--- src/rtl/ul4_ctrl.sv ---
// Micro-sequencer driving an external 4-bit logic unit (ul4) through a stored
// program of operations on an accumulator: acc <= ul4(acc, b[i], s[i]).
module ul4_ctrl #(
  parameter int NSTEPS = 4,
  parameter int WIDTH  = 4
) (
  input  logic             clk,
  input  logic             reset,
  input  logic             prog_we,
  input  logic [2:0]       prog_addr,
  input  logic [WIDTH-1:0] prog_b,
  input  logic [1:0]       prog_s,
  input  logic             start,
  input  logic [WIDTH-1:0] a_in,
  input  logic [2:0]       prog_len,
  output logic [WIDTH-1:0] ul_a,
  output logic [WIDTH-1:0] ul_b,
  output logic [1:0]       ul_s,
  input  logic [WIDTH-1:0] ul_out,
  output logic             busy,
  output logic             done,
  output logic             err,
  output logic [WIDTH-1:0] result
);

  localparam int AW = (NSTEPS > 1) ? $clog2(NSTEPS) : 1;
  localparam int SW = $clog2(NSTEPS) + 1;
  localparam int MD = 1 << AW;
  localparam logic [3:0] N4 = 4'(NSTEPS);

  localparam logic [1:0] S_IDLE = 2'd0;
  localparam logic [1:0] S_RUN  = 2'd1;
  localparam logic [1:0] S_DONE = 2'd2;

  logic [1:0]       r_state;
  logic [WIDTH-1:0] r_acc;
  logic [WIDTH-1:0] r_result;
  logic [SW-1:0]    r_step;
  logic [SW-1:0]    r_len_m1;
  logic             r_err;
  logic [WIDTH+1:0] r_mem [MD];

  logic             w_busy;
  logic             w_len_ok;
  logic             w_addr_ok;
  logic             w_last;
  logic [WIDTH+1:0] w_entry;

  assign w_busy    = (r_state == S_RUN);
  assign w_len_ok  = (prog_len != 3'd0) && ({1'b0, prog_len} <= N4);
  // Memory is sized to a power of two; the range guard keeps out-of-range
  // addresses from aliasing onto real entries.
  assign w_addr_ok = ({1'b0, prog_addr} < N4);
  assign w_last    = (r_step == r_len_m1);
  assign w_entry   = r_mem[r_step[AW-1:0]];

  always_ff @(posedge clk) begin
    if (reset) begin
      r_state  <= S_IDLE;
      r_acc    <= '0;
      r_result <= '0;
      r_step   <= '0;
      r_len_m1 <= '0;
      r_err    <= 1'b0;
      for (int unsigned i = 0; i < MD; i++) r_mem[i] <= '0;
    end else begin
      r_err <= 1'b0;
      if (prog_we && !w_busy && w_addr_ok)
        r_mem[prog_addr[AW-1:0]] <= {prog_b, prog_s};
      case (r_state)
        S_RUN: begin
          r_acc  <= ul_out;
          r_step <= r_step + SW'(1);
          if (w_last) begin
            r_result <= ul_out;
            r_state  <= S_DONE;
          end
        end
        default: begin
          r_state <= S_IDLE;
          if (start) begin
            if (w_len_ok) begin
              r_acc    <= a_in;
              r_step   <= '0;
              r_len_m1 <= SW'(prog_len - 3'd1);
              r_state  <= S_RUN;
            end else begin
              r_err <= 1'b1;
            end
          end
        end
      endcase
    end
  end

  assign busy   = w_busy;
  assign done   = (r_state == S_DONE);
  assign err    = r_err;
  assign result = r_result;
  assign ul_a   = w_busy ? r_acc : '0;
  assign ul_b   = w_busy ? w_entry[WIDTH+1:2] : '0;
  assign ul_s   = w_busy ? w_entry[1:0] : '0;

endmodule

--- config.mk ---
export PLATFORM = sky130hd
export DESIGN_NAME = ul4_ctrl
export DESIGN_NICKNAME = d
export VERILOG_FILES = /design/src/rtl/ul4_ctrl.sv
export SDC_FILE = /design/constraint.sdc
export NUM_CORES = 1
export LEC_CHECK = 0
export BUFFER_PORTS_ARGS = -buffer_cell sky130_fd_sc_hd__buf_2
export CAP_MARGIN = 5
export CORE_ASPECT_RATIO = 1.75
export CORE_MARGIN = 4
export CORE_UTILIZATION = 58
export DETAILED_ROUTE_END_ITERATION = 8
export PLACE_DENSITY = 0.9
export SYNTH_ARGS = -nofsm -noshare
export SYNTH_HDL_FRONTEND = slang
export SYNTH_SLANG_ARGS = --single-unit
--- constraint.sdc ---
create_clock -name clk -period 3.32 [get_ports clk]
set_input_delay 0.166 -clock clk [delete_from_list [all_inputs] [get_ports clk]]
set_output_delay 0.166 -clock clk [all_outputs]
set_load 0.1 [all_outputs]
==> results.yml <==
pwr:
  ir_drop_mv: 0.524
  leakage_nw: 0.938
  cellPowerDensity_nw_per_um2: 491
timing:
  relSlewSlack_pct: 26.0
  fmax_ghz: 0.403
  skew_ns: 0.00382
  tns_ns: 0
  slew_viol_final: 0
  fin_crit_ns: 2.48
  worstMarginPinSlew_ns: 1.10
  setup-violations-final: 0
  fin_crit_sh_pct: 74.7
  hold_viol: 0
  rsz0062_at_grt: "false"
placed_design:
  io_buffers: 40
  place_congestion: 0.768
  post_dp_cell_area_sq_um: 2240
  dpl.cell_count: 246
  hpwl_um: 3200
final_layout:
  fin_area_sq_um: 2330
  instances_no_fill: 254
  diodes: 0
  drive_above_1_share_pct: 32.5
  areaGrowthSynthToFinish_pct: 13.9
  fillers: 266
  nets: 234
  final_core_util_pct: 68.6
yosys:
  synth.area.mux_share_pct: 8.56
  synth.avg_cell_area_sq_um: 11.8
  synth-simple-area-share_pct: 22.1
  synth-edff-count: 24
  yosys_register_bits: 43
  yosys_warnings: 0
  synth_cell_types: 33
  synth_cells: 173
  synthAdderAreaFrac_pct: 1.22
  syn_area_sq_um: 2050
  postSynth.asyncResetShare_pct: 0
  synth_top_family_by_area: "simple AND/OR/NAND/NOR gates"
  synth_flop_cell: "edfxtp_1"
  synth_nets: 199
  yosysSeqAreaShare_pct: 53.8
  synth_compound_area_share_pct: 6.73
  synth_xor_area_share_pct: 2.57
floorplan:
  rows: 28
  start_util_pct: 60.2
  die_h_um: 86.6
  die_w_um: 52.9
  io-pin-count: 41
  dieArea_sq_um: 4580
  coreArea_sq_um: 3400
route:
  drc: 0
  firstDrtPassIters: 4
  drt_first_iter_violations: 40
  viasPerCell: 5.67
  vias: 1441
  totalWireLength_um: 4020
  ant_nets: 0
  post_drt_wl_per_cell_um: 15.8
critical_path:
  endpoint_kind: "flop"
  required_ns: 3.25
  cp.arrival_ns: 2.40
  path_class: "flop to flop"
  cp-start-kind: "flop"
  path_max_fanout: 30
cts:
  cts_setup_buffers: 0
  ctsHoldBuffers: 0
  cts_tree: "built"
  root_buffer: "clkbuf_8"
  htree_levels: 2
  ctsResizeCount: 0
  clock-sinks: 43
  numCtsBuffers: 5
  clk_path_buf_depth: 2
  clk_pin_slew_worst_paths_ns: 0.08
  clock_latency_ns: 0.29
outcome:
  status: "completed"
global_route:
  grt_pass1_vias: 1453
  grt_max_degree: 31
  grt_usage_pct: 19.7
  grt_pass1_wl_um: 6440
  antenna_found_initial: 0
  overflow: 0
min_path:
  hold_class: "input pin to flop"
job:
  maxCapViolations: 0
## where the power goes
part	internal (mW)	switching [mW]
clock	0.147	0.169
sequential	0.592	0.0179
combinational	0.0583	0.160
total	0.797	0.347
## through the flow
step | hold WS [ns] | worst slack (ns) | total power, mW
global route | 0.0667 | 0.669 | 1.19
global placement | 0.364 | 0.962 | 0.836
finish | 0.0715 | 0.841 | 1.14
floorplan | 0.263 | 0.792 | 0.795
detailed placement | 0.377 | 0.867 | 0.841
CTS | 0.0645 | 0.834 | 1.15
## cell families after synthesis
kind of cell,count (synthesis)
simple gates,67
flops,43
buf+inv,24
compound gates,21
mux,10
xor+xnor,6
fa+ha+maj,2
## metal layers
layer / track usage (%) / vias up / wire, um / share of wire [%]
met5: 0 / - / 0 / 0
met2: 39.0 / 56 / 2410 / 60
met1: 18.6 / 681 / 1300 / 32
li1: - / 697 / - / -
met3: 3.96 / 7 / 228 / 5.7
met4: 6.74 / 0 / 80 / 2.0
## final timing paths
| kind | from | to | slack [ns] | cells past startpoint |
|---|---|---|---|---|
| worst max-delay path | r_state[1] | r_mem[1][2] | 0.84 | 4 |
| worst min-delay path | prog_len[0] | r_len_m1[0] | 0.07 | 2 |
| worst max register to register | r_state[1] | r_mem[1][2] | 0.84 | 4 |
| worst min register to register | result[2] | result[2] | 0.46 | 2 |
## cells in the mapped netlist (3+ instances only)
master	number	area (sq um)
o211ai_1	6	45.0
nand4_1	4	25.0
clkbuf_1	6	22.5
mux2i_1	4	40.0
a31oi_1	6	37.5
nor3_1	5	25.0
buf_2	4	20.0
a21oi_1	3	15.0
and2_1	17	106
nor3_2	10	100
nand2_1	14	52.6
xor2_1	5	43.8
nand2b_1	3	18.8
mux4_2	6	135
dfxtp_1	19	380
edfxtp_1	24	721
nor4_1	7	43.8
inv_1	11	41.3
## layout by cell type, fill, tap and decap left out, types with 2 or more instances in the layout
master	Yosys	layout
nor4_1	7	7
o211ai_1	6	6
xor2_1	5	5
nand2b_1	3	3
and2_1	17	17
o31ai_1	2	2
mux2i_1	4	4
a211oi_1	2	2
mux4_2	6	6
nand4_1	4	4
a21oi_1	3	3
o21ai_0	2	2
inv_1	11	11
edfxtp_1	24	24
nor3_1	5	5
buf_2	4	40
ha_1	2	2
a31oi_1	6	6
nor3_2	10	10
dfxtp_1	19	19
nand2_1	14	14
clkbuf_8	0	5
## flip-flops by register name, summed over array words and instances (netlist names), named ones only
name and cells:
r_len_m1 3, r_mem 24, r_acc 4, err 1, r_step 3, r_state 2
result 4
## final cells by class
| cell class | instances | area [sq um] | area share, % |
|---|---|---|---|
| timing repair buffer | 40 | 200 | 8.59 |
| clock buffer | 6 | 72.6 | 3.11 |
| clock inverter | 2 | 12.5 | 0.537 |
| multi-input combinational | 106 | 842 | 36.1 |
| sequential | 43 | 1100 | 47.3 |
| tap | 45 | 56.3 | 2.42 |
| inverter | 12 | 45.0 | 1.93 |
## worst max-delay path, cell delays in order (launching register included)
cell and delay, ns:
dfxtp_1 0.35, nand2b_4 0.23, inv_2 0.22, or4_4 0.66
o21ai_0 0.65
Power figures use the tool's default switching activity.
